$ cat config.mk
export PLATFORM = sky130hd
export DESIGN_NAME = memory_stage
export DESIGN_NICKNAME = d
export VERILOG_FILES = /design/src/rtl/memory_stage.sv
export SDC_FILE = /design/constraint.sdc
export NUM_CORES = 1
export LEC_CHECK = 0
export ABC_AREA = 0
export BUFFER_PORTS_ARGS = -buffer_cell sky130_fd_sc_hd__buf_4
export CORE_ASPECT_RATIO = 1.25
export CORE_UTILIZATION = 25
export DETAILED_ROUTE_END_ITERATION = 12
export GPL_TIMING_DRIVEN = 0
export PLACE_DENSITY_LB_ADDON = 0.25
export REMOVE_ABC_BUFFERS = 1
export SETUP_SLACK_MARGIN = 0.5
export SYNTH_ARGS = -nofsm -noshare
export SYNTH_HDL_FRONTEND = slang
export SYNTH_SLANG_ARGS = --single-unit
$ cat constraint.sdc
create_clock -name clk -period 2.65 [get_ports clk]
set_input_delay 0.53 -clock clk [delete_from_list [all_inputs] [get_ports clk]]
set_output_delay 0.53 -clock clk [all_outputs]
set_load 0.02 [all_outputs]
$ cat src/rtl/memory_stage.sv
// rtl/memory_stage.sv - RV32I MEM stage: loads/stores over a req/ack data port into the MEM/WB registers
package memory_stage_pkg;
    typedef struct packed {
        logic       reg_write;
        logic       mem_read;
        logic       mem_write;
        logic [2:0] funct3;
    } control_type;
endpackage

module memory_stage
    import memory_stage_pkg::*;
#(
    parameter int MAX_WAIT = 16
) (
    input  logic        clk,
    input  logic        reset_n,
    input  logic        in_valid,
    input  logic [31:0] alu_data,
    input  logic [31:0] memory_data,
    input  control_type control_in,
    output logic        stall,
    output logic        dmem_req,
    output logic        dmem_we,
    output logic [31:0] dmem_addr,
    output logic [3:0]  dmem_be,
    output logic [31:0] dmem_wdata,
    input  logic        dmem_ack,
    input  logic [31:0] dmem_rdata,
    output logic        out_valid,
    output control_type control_out,
    output logic [31:0] alu_data_out,
    output logic [31:0] read_data,
    output logic        misaligned,
    output logic        bus_error
);
    localparam int CW = $clog2(MAX_WAIT + 1);

    typedef enum logic {IDLE, REQ} state_t;

    state_t        state_q, state_d;
    logic [CW-1:0] wait_cnt;
    control_type   lat_ctrl;
    logic [31:0]   lat_alu;
    logic [1:0]    off;
    logic [1:0]    size;
    logic [3:0]    be_calc;
    logic [31:0]   wdata_calc;
    logic [31:0]   lane;
    logic [31:0]   load_ext;
    logic          mem_op, aligned, timeout;
    logic          pass, take_misalign, do_latch, finish_ack, finish_timeout;

    assign off     = alu_data[1:0];
    assign mem_op  = in_valid & (control_in.mem_read | control_in.mem_write);
    assign timeout = (wait_cnt == CW'(MAX_WAIT - 1));

    // Access size: 0 = byte, 1 = half, 2 = word; unlisted funct3 falls back to word.
    always_comb begin
        size = 2'd2;
        case (control_in.funct3)
            3'b000, 3'b100: size = 2'd0;
            3'b001, 3'b101: size = 2'd1;
            default:        size = 2'd2;
        endcase
    end

    always_comb begin
        be_calc    = 4'b1111;
        wdata_calc = memory_data;
        aligned    = (off == 2'b00);
        case (size)
            2'd0: begin
                be_calc    = 4'b0001 << off;
                wdata_calc = {4{memory_data[7:0]}};
                aligned    = 1'b1;
            end
            2'd1: begin
                be_calc    = 4'b0011 << off;
                wdata_calc = {2{memory_data[15:0]}};
                aligned    = ~off[0];
            end
            default: ;
        endcase
    end

    assign lane = dmem_rdata >> {lat_alu[1:0], 3'b000};

    always_comb begin
        case (lat_ctrl.funct3)
            3'b000:  load_ext = {{24{lane[7]}}, lane[7:0]};
            3'b001:  load_ext = {{16{lane[15]}}, lane[15:0]};
            3'b100:  load_ext = {24'd0, lane[7:0]};
            3'b101:  load_ext = {16'd0, lane[15:0]};
            default: load_ext = dmem_rdata;
        endcase
    end

    always_comb begin
        state_d        = state_q;
        stall          = 1'b0;
        pass           = 1'b0;
        take_misalign  = 1'b0;
        do_latch       = 1'b0;
        finish_ack     = 1'b0;
        finish_timeout = 1'b0;
        case (state_q)
            IDLE: begin
                if (!mem_op) begin
                    pass = 1'b1;
                end else if (aligned) begin
                    stall    = 1'b1;
                    do_latch = 1'b1;
                    state_d  = REQ;
                end else begin
                    take_misalign = 1'b1;
                end
            end
            REQ: begin
                // An ack in the timeout cycle wins over the timeout.
                if (dmem_ack) begin
                    finish_ack = 1'b1;
                    state_d    = IDLE;
                end else if (timeout) begin
                    finish_timeout = 1'b1;
                    state_d        = IDLE;
                end else begin
                    stall = 1'b1;
                end
            end
            default: state_d = IDLE;
        endcase
        if (!reset_n) begin
            stall = 1'b0;
        end
    end

    always_ff @(posedge clk or negedge reset_n) begin
        if (!reset_n) begin
            state_q      <= IDLE;
            wait_cnt     <= '0;
            lat_ctrl     <= '0;
            lat_alu      <= '0;
            dmem_req     <= 1'b0;
            dmem_we      <= 1'b0;
            dmem_addr    <= '0;
            dmem_be      <= '0;
            dmem_wdata   <= '0;
            out_valid    <= 1'b0;
            control_out  <= '0;
            alu_data_out <= '0;
            read_data    <= '0;
            misaligned   <= 1'b0;
            bus_error    <= 1'b0;
        end else begin
            state_q    <= state_d;
            misaligned <= take_misalign;
            bus_error  <= finish_timeout;
            out_valid  <= pass ? in_valid : finish_ack;

            if (state_q == REQ && state_d == REQ) begin
                wait_cnt <= wait_cnt + CW'(1);
            end else begin
                wait_cnt <= '0;
            end

            if (do_latch) begin
                dmem_req   <= 1'b1;
                dmem_we    <= control_in.mem_write;
                dmem_addr  <= {alu_data[31:2], 2'b00};
                dmem_be    <= be_calc;
                dmem_wdata <= wdata_calc;
                lat_ctrl   <= control_in;
                lat_alu    <= alu_data;
            end else if (finish_ack || finish_timeout) begin
                dmem_req <= 1'b0;
            end

            if (pass) begin
                control_out  <= control_in;
                alu_data_out <= alu_data;
                read_data    <= '0;
            end else if (finish_ack) begin
                control_out  <= lat_ctrl;
                alu_data_out <= lat_alu;
                read_data    <= (lat_ctrl.mem_read && !lat_ctrl.mem_write) ? load_ext : 32'd0;
            end
        end
    end
endmodule

Word-level counts from Yosys, hierarchy flattened

Index checks and enable logic that the tools add are counted.

Flip-flop bits (word level): 184
Bits of input ports: 106
Output and inout bits: 144
Logic and storage cells: 81

$add $sub $neg: 1
Eq/ne operators: 8
Shift operators: 3
Mux-type cells: 33
Bitwise logic cells: 4
Reduce and logical (&&, ||, !) cells: 12

Operators with widths:

| cell                | number |
|---|---|
| $mux 32             | 5 |
| $pmux 32 s4         | 1 |
| $pmux 32 s2         | 1 |
| $shr 32x5->16       | 1 |
| $mux 1              | 19 |
| $eq 3x3->1 const B  | 4 |
| $mux 6              | 2 |
| $pmux 4 s2          | 1 |
| $eq 3x1->1 const B  | 2 |
| $logic_not 3->1     | 2 |
| $add 5x1->5 const B | 1 |
| $eq 5x4->1 const B  | 1 |
| $mux 5              | 1 |
| $logic_not 2->1     | 2 |
| $pmux 1 s2          | 2 |
| $pmux 2 s2          | 1 |
| $reduce_bool 2->1   | 2 |
| $reduce_or 2->1     | 2 |
| $shl 1x2->4 const A | 1 |
| $shl 2x2->4 const A | 1 |
| $eq 2x1->1 const B  | 1 |
| $logic_and 1x1->1   | 2 |
| $not 1->1           | 2 |
| $and 1x1->1         | 1 |
| 3 further kinds     | 3 |

Logic depth before layout (Yosys ltp)

Gate-level depths: netlist (run 1).

Word-level depth: 10
Mapped depth: 8
Mapped depth without buffers: 6

Least setup slack after synthesis (run 1)

Ideal clock, no wire load.

Path type: input to output
Start: input port alu_data[0]
End: output port stall
Arrival: 1841 ps
Required time: 2120 ps
Setup slack: 279 ps
Stages: 7
Buffers on the path: 3
Cells stage by stage: or2_1 -> buf_6 -> a2111o_1 -> buf_6 -> buf_6 -> nand2_1 -> and2_1

Cells in the longest elaborated chain, start to end: 6
Elaborated cells between the ends (all ways): 7
Classes of those cells: 5 x mux; 1 x bitwise; 1 x reduce/logical

Ends and longest elaborated chain:

| item                                                | line   | RTL |
|---|---|---|
| start: declaration                                  | 19     | `input logic [31:0] alu_data,` |
| $logic_not 2->1 / $not 1->1 (equally long branches) | 71, 81 |  |
| $pmux 1 s2 *                                        | 72     | `case (size)` |
| $mux 1 * (2 in a row)                               | -      |  |
| $pmux 1 s2 *                                        | -      |  |
| named net state_d                                   | 41     | `state_t state_q, state_d;` |
| $mux 1 *                                            | 133    | `if (!reset_n) begin` |
| end: declaration                                    | 22     | `output logic stall,` |

The timed path passes the listed nets; every way through them passes the cells marked *.

Worst setup path after layout (run 1)

Same ends and word-level chain as after synthesis.

==> flow_summary.rst, run 1 <==
.. list-table::
   :header-rows: 1

   * - Metric
     - Value
   * - Antenna Violating Nets Remaining
     - 0
   * - Ratio of cells with drive above 1 in the final layout
     - 33.16%
   * - Setup slack of the worst register-to-register path
     - 0.59 ns
   * - Leakage
     - 5.015 nW
   * - Arr. time, crit path
     - 1.82 ns
   * - Vias in the first global route
     - 6,273
   * - Clock Latency Late Sink
     - 0.43 ns
   * - Number of remaining DRC errors
     - 0
   * - Clock slew seen by the registers of the worst setup and hold paths
     - 0.06 ns
   * - Worst slew slack as a fraction of its limit
     - 20.92%
   * - Synth Area per Inst
     - 9.343 um^2
   * - Reg2reg end
     - read_data[23]$_DFFE_PN0P_
   * - DR vias/cell
     - 4.665
   * - Gate power share
     - 29.5%
   * - Highest-delay cell along the critical path
     - a2111o_2
   * - Total global routing track utilization
     - 16.23%
   * - Sinks on the clock net
     - 154
   * - Row cnt
     - 69
   * - Final weighted congestion in routability-driven placement
     - 0.7544
   * - Maximum number of pins on one net before global-route repair
     - 91
   * - Chain of cells forming the critical path
     - buf_4, or2_4, a2111o_2, buf_12, nand2_2, and2_4, buf_6
   * - Kind of start point of the critical path
     - input port
   * - Number of cells on the critical path
     - 7
   * - Final hold violation count
     - 0
   * - Depth of the worst register-to-register path
     - 3
   * - Initial core utilization
     - 25.36%
   * - Number of antenna violations at the first check in global routing
     - 1
   * - Number of distinct standard cells referenced by the synthesized netlist
     - 45
   * - Number of buffers on the longest clock path
     - 2
   * - Final max-slew violation count
     - 0
   * - Number of instances in the synthesized netlist
     - 771
   * - Max_cap viols
     - 0
   * - Root Driver
     - clkbuf_16
   * - Sequential Power Share
     - 37.7%
   * - Worst hold path class
     - in2async
   * - Hold-fix buffers at CTS
     - 0
   * - Worst setup path startpoint
     - alu_data[0]
   * - Chip width
     - 153.8 um
   * - Status
     - finished, final reports clean
   * - Routed length per placed instance
     - 17.56 um
   * - GRT overflow
     - 0
   * - Critical path endpoint category
     - output port
   * - Syn. warnings
     - 0
   * - Period utilisation layout
     - 88.64%
   * - Switching pwr
     - 0.002819 W
   * - Die Area
     - 29,500 um^2
   * - Switching fraction of total power
     - 33.66%
   * - VDD IR max
     - 0.0004068 V
   * - Clock network power share
     - 32.8%
   * - Final worst-path setup slack
     - 0.3010 ns
   * - Fmax
     - 425.7 MHz
   * - Worst-path fanout max
     - 8
   * - Shortest period the worst path allows
     - 2.349 ns
   * - CP Buf/Inv Count
     - 3
   * - IO Port Bufs
     - 247
   * - Slew at the pin closest to its max-slew limit
     - 1.182 ns
   * - Core Box Area
     - 28,400 um^2
   * - Fin nets
     - 1,084
   * - Level count of the clock H-tree
     - 4
   * - Detailed placement HPWL
     - 16.24 mm
   * - Global-route wire length before repair
     - 36.53 mm
   * - Initial DRC count
     - 318
   * - Die height
     - 191.8 um
   * - Required time at the endpoint of the critical path
     - 2.12 ns
   * - Final TNS setup
     - 0 ns
   * - CTS tree
     - built
   * - Largest clock skew in the final design
     - 0.01059 ns
   * - Synthesis-stage register bit count
     - 154
   * - Internal Pwr Total
     - 0.005556 W
   * - Dpl cell area
     - 9274 um^2
   * - Aggregate routed wire length
     - 23.62 mm
   * - Top delay family on crit path
     - compound AO/OA/AOI/OAI gates
   * - Unrepaired setup endpoints after global routing
     - true
   * - Critical register-to-register path startpoint
     - lat_alu[1]$_DFFE_PN0P_
   * - Sequential share of the synthesized area
     - 53.50%
   * - Total CTS buffers
     - 17
   * - Detailed Routing Iterations Pass 1
     - 6
   * - Final Core Density
     - 35.62%
   * - Worst-case setup slack after placement
     - -0.1508 ns
   * - P per Cell Area
     - 827.9 nW/um^2
   * - CP endpoint
     - stall
   * - Top Ports
     - 250
   * - Total vias in the final route
     - 6,274
   * - Area added between synthesis and finish
     - 40.44%
   * - Longest individual stage delay on the worst path
     - 0.46 ns
   * - Kind of critical path
     - in2out
   * - Post-route cell area
     - 10,120 um^2
   * - Total setup violations reported at the end of the flow
     - 0
   * - Synthesized area
     - 7203 um^2
Yosys cell counts (all sizes together):
cell / n / area [um^2]
a2bb2oi: 2 / 17.52
a21o: 3 / 22.52
nor3: 8 / 40.04
nand3b: 1 / 7.510
o2bb2ai: 7 / 61.31
a21oi: 49 / 245.2
o2111a: 1 / 11.26
a2111o: 1 / 11.26
nand2: 196 / 735.7
mux4: 1 / 22.52
and3: 1 / 6.260
o211ai: 2 / 15.01
nor4b: 1 / 15.01
o221ai: 2 / 17.52
ha: 2 / 25.02
o22ai: 4 / 25.02
a32oi: 4 / 35.03
nand3: 4 / 20.02
xor2: 1 / 8.760
a311oi: 4 / 35.03
buf: 59 / 402.9
dfrtp: 154 / 3854
clkbuf: 29 / 108.9
and2: 6 / 37.54
nand2b: 3 / 18.77
o21bai: 1 / 7.510
or2: 2 / 12.52
conb: 1 / 3.750
a221o: 23 / 230.2
and4b: 1 / 10.01
mux2i: 28 / 280.3
nor2: 44 / 165.2
a22oi: 2 / 15.01
a2111oi: 1 / 27.53
xnor2: 1 / 8.760
nor2b: 11 / 68.82
o21ai: 78 / 394.1
inv: 24 / 90.09
a222oi: 9 / 90.09
metal layers:
metal / vias up / part of all wire (%) / global-route usage (%)
met1: 3053 / 43 / 20.30
met4: 0 / 3.3 / 7.500
met2: 163 / 49 / 26.77
li1: 3021 / - / -
met5: - / 0 / 0
met3: 37 / 3.9 / 3.452
through the flow:
step,hold WS (ns),total power (W),instances
3_3_place_gp,0.4536,0.005597,1286
2_1_floorplan,0.2344,0.004356,684
4_1_cts,0.04552,0.008495,1342
3_5_place_dp,0.4577,0.005671,1299
6_report,0.03536,0.008375,1345
5_1_grt,0.05548,0.008835,1345
cell families (layout without fill, tap and decap cells):
kind of cell,after synthesis,after routing,synth area share (%)
xor+xnor,2,2,0.2432
compound gates,193,193,17.51
fa+ha+maj,2,2,0.3473
simple gates,278,278,15.79
other cells,1,3,0.05206
mux,29,29,4.204
buf+inv,112,329,8.355
flops,154,154,53.50
worst register-to-register path: cells and delay by family, from the launching register on:
kind           cells  cell delay (ns)
AO/OA/AOI/OAI      2             0.72
multiplexers       1             0.61
flip-flops         1             0.61
registers in the layout, indices dropped and copies added (netlist names):
signal,flops
lat_ctrl,6
read_data,32
dmem_req,1
control_out,6
dmem_wdata,32
alu_data_out,32
lat_alu,32
bus_error,1
misaligned,1
out_valid,1
state_q,1
dmem_be,4
wait_cnt,5
worst min path at each step:
stage / depth (start not counted) / from / slack [ns] / end
6_report: 1 / reset_n / 0.04 / alu_data_out[29]$_DFFE_PN0P_
5_1_grt: 1 / reset_n / 0.06 / alu_data_out[29]$_DFFE_PN0P_
4_1_cts: 1 / reset_n / 0.05 / alu_data_out[29]$_DFFE_PN0P_
3_5_place_dp: 1 / wait_cnt[0]$_DFF_PN0_ / 0.46 / wait_cnt[0]$_DFF_PN0_
3_3_place_gp: 1 / wait_cnt[0]$_DFF_PN0_ / 0.45 / wait_cnt[0]$_DFF_PN0_
2_1_floorplan: 0 / reset_n / 0.23 / alu_data_out[0]$_DFFE_PN0P_
final cells by class:
type | instances | area, um^2
inverter | 24 | 90.09
clock inverter | 14 | 219.0
clock buffer | 18 | 439.2
timing repair buffer | 273 | 2238
tap | 355 | 444.2
sequential | 154 | 3860
antenna | 1 | 2.502
multi-input combinational | 506 | 2823
fill | 2906 | 18290
cells in the final DEF, fill, tap and decap left out, types with 9 or more instances in the layout:
| cell type | count |
|---|---|
| nand2_1 | 195 |
| o21ai_0 | 64 |
| o21ai_1 | 13 |
| mux2i_1 | 28 |
| dfrtp_1 | 151 |
| clkbuf_16 | 17 |
| nor2_1 | 44 |
| inv_1 | 24 |
| a221o_1 | 23 |
| a21oi_1 | 49 |
| nor2b_1 | 10 |
| a222oi_1 | 9 |
| buf_4 | 255 |
repair_timing:
action,in CTS,in global routing
pin swaps,4,3
gates cloned,1,0
gates resized for setup,19,2
endpoints found under the setup margin,44,18
buffers inserted,10,2
power groups by stage:
stage / logic [W] / registers [W] / clock network (W)
after CTS: 0.00250 / 0.00316 / 0.00283
final: 0.00247 / 0.00316 / 0.00275
after floorplan: 0.000710 / 0.00365 / 0
after global placement: 0.00240 / 0.00320 / 0
after global routing: 0.00268 / 0.00323 / 0.00293
after detailed placement: 0.00246 / 0.00321 / 0
Note: power is estimated with default switching activity, not from simulation.
==> inputs of run 2 (changes only) <==
CTS_BUF_LIST = sky130_fd_sc_hd__clkbuf_4   (was default)
==> run 2 against run 1 <==
Net effect: the flow now finishes with violations (negative hold slack); core utilization decreased by 1.1 points; routed wire length decreased by 0.53%; first-iteration DRC count up 7.9%; final area shrank 3.2%; sequential share of layout area is 1.3 points higher; via count down 0.45%; clock skew up 0.0022 ns; register-to-register slack about the same; cell count stayed put; worst setup slack got worse by 0.18 ns; critical path depth did not move; sequential power barely moved; largest cell class unchanged.
==> flow_summary.rst, run 2 (synthesis results as in run 1) <==
.. list-table::
   :header-rows: 1

   * - Metric
     - Value
   * - Worst setup path startpoint
     - alu_data[0]
   * - Number of buffers on the longest clock path
     - 2 (unchanged)
   * - Total global routing track utilization
     - 16.14% (-0.093 points)
   * - Row cnt
     - 69 (unchanged)
   * - Global-route wire length before repair
     - 36.36 mm (-0.45%)
   * - Worst hold path class
     - in2async
   * - Fin nets
     - 1,083 (-0.092%)
   * - Most frequent standard cell in the layout excluding fill and tap cells
     - buf_4
   * - Total power
     - 0.007392 W (-12%)
   * - Post-route cell area
     - 9796 um^2 (-3.2%)
   * - Count of placed standard cells in the final layout, fillers left out
     - 1,345 (unchanged)
   * - Final Core Density
     - 34.49% (-1.1 points)
   * - Initial DRC count
     - 343 (+7.9%)
   * - Total setup violations reported at the end of the flow
     - 0 (unchanged)
   * - Total CTS buffers
     - 17 (unchanged)
   * - Top Ports
     - 250 (unchanged)
   * - Clock slew seen by the registers of the worst setup and hold paths
     - 0.14 ns (+0.08 ns)
   * - Slew at the pin closest to its max-slew limit
     - 1.177 ns (-0.004874 ns)
   * - Kind of critical path
     - in2out
   * - Worst slew slack as a fraction of its limit
     - 21.24% (+0.33 points)
   * - Clock Latency Late Sink
     - 0.57 ns (+0.14 ns)
   * - Detailed placement HPWL
     - 16.24 mm (unchanged)
   * - Final hold violation count
     - 64 (+64)
   * - Critical register-to-register path startpoint
     - lat_alu[1]$_DFFE_PN0P_
   * - Largest clock skew in the final design
     - 0.01280 ns (+0.002213 ns)
   * - Routed length per placed instance
     - 17.47 um (-0.53%)
   * - CTS tree
     - built
   * - Root Driver
     - clkbuf_4
   * - Ratio of cells with drive above 1 in the final layout
     - 32.79% (-0.37 points)
   * - Worst-path fanout max
     - 8 (unchanged)
   * - Die Area
     - 29,500 um^2 (unchanged)
   * - Multi-input gate area
     - 2820 um^2 (about the same)
   * - Maximum number of pins on one net before global-route repair
     - 91 (unchanged)
   * - Leakage
     - 4.865 nW (-3.0%)
   * - Setup slack of the worst register-to-register path
     - 0.58 ns (about the same)
   * - Kind of start point of the critical path
     - input port
   * - Arr. time, crit path
     - 2.00 ns (+0.18 ns)
   * - Fmax
     - 394.8 MHz (-7.3%)
   * - Level count of the clock H-tree
     - 4 (unchanged)
   * - Final weighted congestion in routability-driven placement
     - 0.7544 (unchanged)
   * - Aggregate routed wire length
     - 23.49 mm (-0.53%)
   * - Core Box Area
     - 28,400 um^2 (unchanged)
   * - P per Cell Area
     - 754.6 nW/um^2 (-8.9%)
   * - Critical path endpoint category
     - output port
   * - Max_cap viols
     - 0 (unchanged)
   * - Detailed Routing Iterations Pass 1
     - 5 (-1)
   * - Area added between synthesis and finish
     - 35.99%
   * - Shortest period the worst path allows
     - 2.533 ns (+0.1840 ns)
   * - Number of antenna violations at the first check in global routing
     - 2 (+1)
   * - VDD IR max
     - 0.0002773 V (-32%)
   * - Initial core utilization
     - 25.36% (unchanged)
   * - Post-Route Hold Slack
     - -0.1177 ns (-0.1530 ns)
   * - Placed cells
     - 1,299 (unchanged)
   * - Fill cell count
     - 2,946 (+1.4%)
   * - Required time at the endpoint of the critical path
     - 2.12 ns (about the same)
   * - Top library cells by usage in the layout, fill and taps aside
     - buf_4 (256), nand2_1 (195), dfrtp_1 (151)
   * - Sinks on the clock net
     - 154 (unchanged)
   * - GRT overflow
     - 0 (unchanged)
   * - Sequential cell area
     - 3862 um^2 (about the same)
   * - Status
     - finished, violations left
   * - IO Port Bufs
     - 247 (unchanged)
   * - Number of remaining DRC errors
     - 0 (unchanged)
   * - Violations in the final reports
     - negative hold slack
   * - Period utilisation layout
     - 95.59% (+6.9 points)
   * - Final TNS setup
     - 0 ns (unchanged)
   * - Antenna Violating Nets Remaining
     - 0 (unchanged)
   * - Final max-slew violation count
     - 0 (unchanged)
   * - Total vias in the final route
     - 6,246 (-0.45%)
   * - Unrepaired setup endpoints after global routing
     - true
   * - Dpl cell area
     - 9274 um^2 (unchanged)
   * - Chip width
     - 153.8 um (unchanged)
   * - Vias in the first global route
     - 6,213 (-0.96%)
   * - Die height
     - 191.8 um (unchanged)
   * - DR vias/cell
     - 4.644 (-0.45%)
run 2: cell count changes in the layout (fill, tap and decap cells not counted), sizes merged:
cell    delta
clkinv     +1
clkbuf     -1
buf        -1
diode      +1
run 2: worst paths after layout:
path                                                     end  cells after the start
worst max-delay path                                   stall                      7
worst min-delay path            alu_data_out[13]$_DFFE_PN0P_                      1
worst max register to register     read_data[24]$_DFFE_PN0P_                      3
worst min register to register       lat_ctrl[5]$_DFFE_PN0P_                      2
max in group asynchronous             dmem_be[1]$_DFFE_PN0P_                      2
min in group clk                     lat_alu[15]$_DFFE_PN0P_                      3
run 2: where the power goes:
part / internal (W) / switching, W / total (W)
sequential: 0.00279 / 0.000367 / 0.00315
combinational: 0.00106 / 0.00141 / 0.00247
clock: 0.000846 / 0.000925 / 0.00177
total: 0.00469 / 0.00270 / 0.00739
run 2: through the flow:
stage | setup slack [ns] | hold slack [ns]
3_5_place_dp | -0.1508 | 0.4577
6_report | 0.1169 | -0.1177
4_1_cts | 0.06996 | -0.1668
5_1_grt | 0.001916 | -0.1655
3_3_place_gp | -3.832 | 0.4536
2_1_floorplan | -1.069 | 0.2344
run 2: area by class of cell:
class                           count  share of cell area [%]
Tap cell                          355                   4.534
Timing Repair Buffer              272                   22.70
Antenna cell                        2                 0.05109
Inverter                           24                  0.9197
Multi-Input combinational cell    506                   28.79
Clock inverter                     15                   2.274
Sequential cell                   154                   39.43
Clock buffer                       17                   1.303
run 2: worst max-delay path: stages:
cell and delay [ns]:
buf_4 0.15, or2_1 0.33, a2111o_2 0.54, buf_12 0.14
nand2_2 0.05, and2_4 0.14, buf_6 0.11
run 2: per-layer routing:
layer	track usage [%]	vias to the layer above	wire, um
li1	-	3022	-
met2	26.54	172	11580
met4	7.538	0	733
met3	3.317	34	984
met1	20.28	3018	10200
met5	0	-	0
run 2: what timing repair did:
action	in CTS	in global routing
pin swaps	3	2
endpoints found under the setup margin	44	17
gates cloned	1	0
gates resized for setup	15	3
endpoints found under the hold margin	64	64
buffers inserted	8	3
==> inputs of run 3 (changes only) <==
PLACE_DENSITY = 0.53   (was default)
PLACE_DENSITY_LB_ADDON = default   (was 0.25)
==> run 3 against run 2 <==
Net effect: the run still ends with negative hold slack left; non-clock buffer count increased by 2; worst setup slack lost 0.020 ns; via count increased by 1.1%; cell count up 0.15%; clock skew grew 0.017 ns; sequential power about the same; power increased by 0.82%; critical path depth did not move; clock power rose by 3%; maximum frequency is 0.79% lower; combinational power is essentially flat; global-route usage shrank 0.19 points.
==> flow_summary.rst, run 3 (synthesis results as in run 1) <==
.. list-table::
   :header-rows: 1

   * - Metric
     - Value
   * - Antenna Violating Nets Remaining
     - 0 (unchanged)
   * - Ratio of cells with drive above 1 in the final layout
     - 33.10% (+0.30 points)
   * - Sinks on the clock net
     - 154 (unchanged)
   * - Aggregate routed wire length
     - 23.72 mm (+0.98%)
   * - Critical register-to-register path startpoint
     - state_q$_DFF_PN0_
   * - Detailed placement HPWL
     - 15.68 mm (-3.5%)
   * - Chip width
     - 153.8 um (unchanged)
   * - Detailed Routing Iterations Pass 1
     - 4 (-1)
   * - Fmax
     - 391.7 MHz (-0.79%)
   * - Clock Latency Late Sink
     - 0.60 ns (+0.03 ns)
   * - Worst slew slack as a fraction of its limit
     - 18.81% (-2.4 points)
   * - Fin nets
     - 1,086 (+0.28%)
   * - Routed length per placed instance
     - 17.61 um (+0.83%)
   * - Row cnt
     - 69 (unchanged)
   * - Vias in the first global route
     - 6,198 (-0.24%)
   * - Setup slack of the worst register-to-register path
     - 0.65 ns (+0.07 ns)
   * - Leakage
     - 4.877 nW (+0.24%)
   * - Most frequent standard cell in the layout excluding fill and tap cells
     - buf_4
   * - Total vias in the final route
     - 6,313 (+1.1%)
   * - Final hold violation count
     - 54 (-16%)
   * - Arr. time, crit path
     - 2.02 ns (+0.02 ns)
   * - Chain of cells forming the critical path
     - buf_4, or2_1, a2111o_2, buf_12, nand2_2, and2_4, buf_6
   * - Largest clock skew in the final design
     - 0.02960 ns (+0.01680 ns)
   * - Longest individual stage delay on the worst path
     - 0.55 ns (about the same)
   * - Worst-path fanout max
     - 8 (unchanged)
   * - GRT overflow
     - 0 (unchanged)
   * - Critical path endpoint category
     - output port
   * - Core Box Area
     - 28,400 um^2 (unchanged)
   * - Required time at the endpoint of the critical path
     - 2.12 ns (about the same)
   * - Status
     - finished, violations left
   * - VDD IR max
     - 0.0002607 V (-6.0%)
   * - Final weighted congestion in routability-driven placement
     - 0.7693 (+2.0%)
   * - Period utilisation layout
     - 96.35% (+0.76 points)
   * - Count of placed standard cells in the final layout, fillers left out
     - 1,347 (+0.15%)
   * - Clock slew seen by the registers of the worst setup and hold paths
     - 0.16 ns (+0.02 ns)
   * - Top library cells by usage in the layout, fill and taps aside
     - buf_4 (258), nand2_1 (195), dfrtp_1 (151)
   * - Slew at the pin closest to its max-slew limit
     - 1.213 ns (+0.03632 ns)
   * - Maximum number of pins on one net before global-route repair
     - 94 (+3.3%)
   * - Unrepaired setup endpoints after global routing
     - true
   * - Number of remaining DRC errors
     - 0 (unchanged)
   * - Die height
     - 191.8 um (unchanged)
   * - Area added between synthesis and finish
     - 36.27%
   * - Post-Route Hold Slack
     - -0.02970 ns (+0.08795 ns)
   * - Die Area
     - 29,500 um^2 (unchanged)
   * - Depth of the worst register-to-register path
     - 5 (+2)
   * - Level count of the clock H-tree
     - 4 (unchanged)
   * - Reg2reg end
     - dmem_wdata[26]$_DFFE_PN0P_
   * - Shortest period the worst path allows
     - 2.553 ns (+0.02017 ns)
   * - Kind of critical path
     - in2out
   * - IO Port Bufs
     - 247 (unchanged)
   * - CTS tree
     - built
   * - Number of antenna violations at the first check in global routing
     - 1 (-1)
   * - Total global routing track utilization
     - 15.95% (-0.19 points)
   * - Global-route wire length before repair
     - 36.08 mm (-0.78%)
   * - Kind of start point of the critical path
     - input port
   * - Top Ports
     - 250 (unchanged)
   * - Total CTS buffers
     - 17 (unchanged)
   * - Number of buffers on the longest clock path
     - 2 (unchanged)
   * - Initial core utilization
     - 25.36% (unchanged)
   * - Worst hold path class
     - in2async
   * - Root Driver
     - clkbuf_4
   * - DR vias/cell
     - 4.687 (+0.92%)
   * - Violations in the final reports
     - negative hold slack
   * - Highest-delay cell along the critical path
     - a2111o_2
   * - Final max-slew violation count
     - 0 (unchanged)
   * - Fill cell count
     - 2,939 (-0.24%)
   * - Max_cap viols
     - 0 (unchanged)
   * - Total setup violations reported at the end of the flow
     - 0 (unchanged)
   * - Placed cells
     - 1,298 (-0.077%)
   * - Initial DRC count
     - 333 (-2.9%)
   * - P per Cell Area
     - 759.2 nW/um^2 (+0.61%)
[run 3: per-layer routing]
| metal | vias to the layer above | share of wire (%) | routed length, um | GRT usage (%) |
|---|---|---|---|---|
| met5 | - | 0 | 0 | 0 |
| met4 | 0 | 1.7 | 396 | 5.615 |
| met3 | 23 | 4.7 | 1106 | 3.520 |
| met2 | 178 | 49 | 11630 | 26.70 |
| met1 | 3091 | 45 | 10590 | 20.18 |
| li1 | 3021 | - | - | - |
[run 3: layout make-up]
class,count,area (um^2),share of cell area [%]
inverter,24,90.09,0.9178
antenna,1,2.502,0.02549
clock buffer,18,135.1,1.377
sequential,154,3862,39.35
tap,355,444.2,4.525
multi-input combinational,507,2826,28.80
timing repair buffer,274,2233,22.75
clock inverter,14,221.5,2.256
[run 3: through the flow]
step	setup slack, ns	instance area, um^2	power (W)	utilization [%]	TNS (ns)
5_1_grt	0.001161	9816	0.007899	34.56	0
2_1_floorplan	-1.069	6695	0.004356	-	-63.71
4_1_cts	0.06576	9782	0.007546	34.44	0
3_3_place_gp	-3.977	8994	0.005585	31.66	-370.51
6_report	0.09677	9816	0.007452	34.56	0
3_5_place_dp	-0.2483	9258	0.005655	32.59	-0.2483
[run 3: what timing repair did]
action                                  4_1_cts  5_1_grt
buffers inserted                             12        2
endpoints found under the setup margin       33       34
hold endpoints to repair                     91       67
gates resized for setup                      15        2
pin swaps                                     5        4
gates cloned                                  1        1
[run 3: worst max path at each step]
stage	from	to	depth (start not counted)
2_1_floorplan	control_in[3]	control_out[0]$_DFFE_PN0P_	4
3_3_place_gp	control_in[3]	control_out[0]$_DFFE_PN0P_	5
3_5_place_dp	alu_data[0]	stall	7
4_1_cts	wait_cnt[1]$_DFF_PN0_	stall	7
5_1_grt	wait_cnt[1]$_DFF_PN0_	stall	7
6_report	alu_data[0]	stall	7
[run 3: worst max-delay path, delay by kind of cell]
kind | cells | cell delay [ns]
AO/OA/AOI/OAI | 1 | 0.55
buffers and inverters | 3 | 0.40
AND/OR/NAND/NOR | 3 | 0.54
[run 3: report_power, final]
group	switching (W)	internal, W	total (W)
clock	0.000961	0.000859	0.00182
combinational	0.00143	0.00106	0.00249
sequential	0.000357	0.00279	0.00314
total	0.00275	0.00471	0.00745
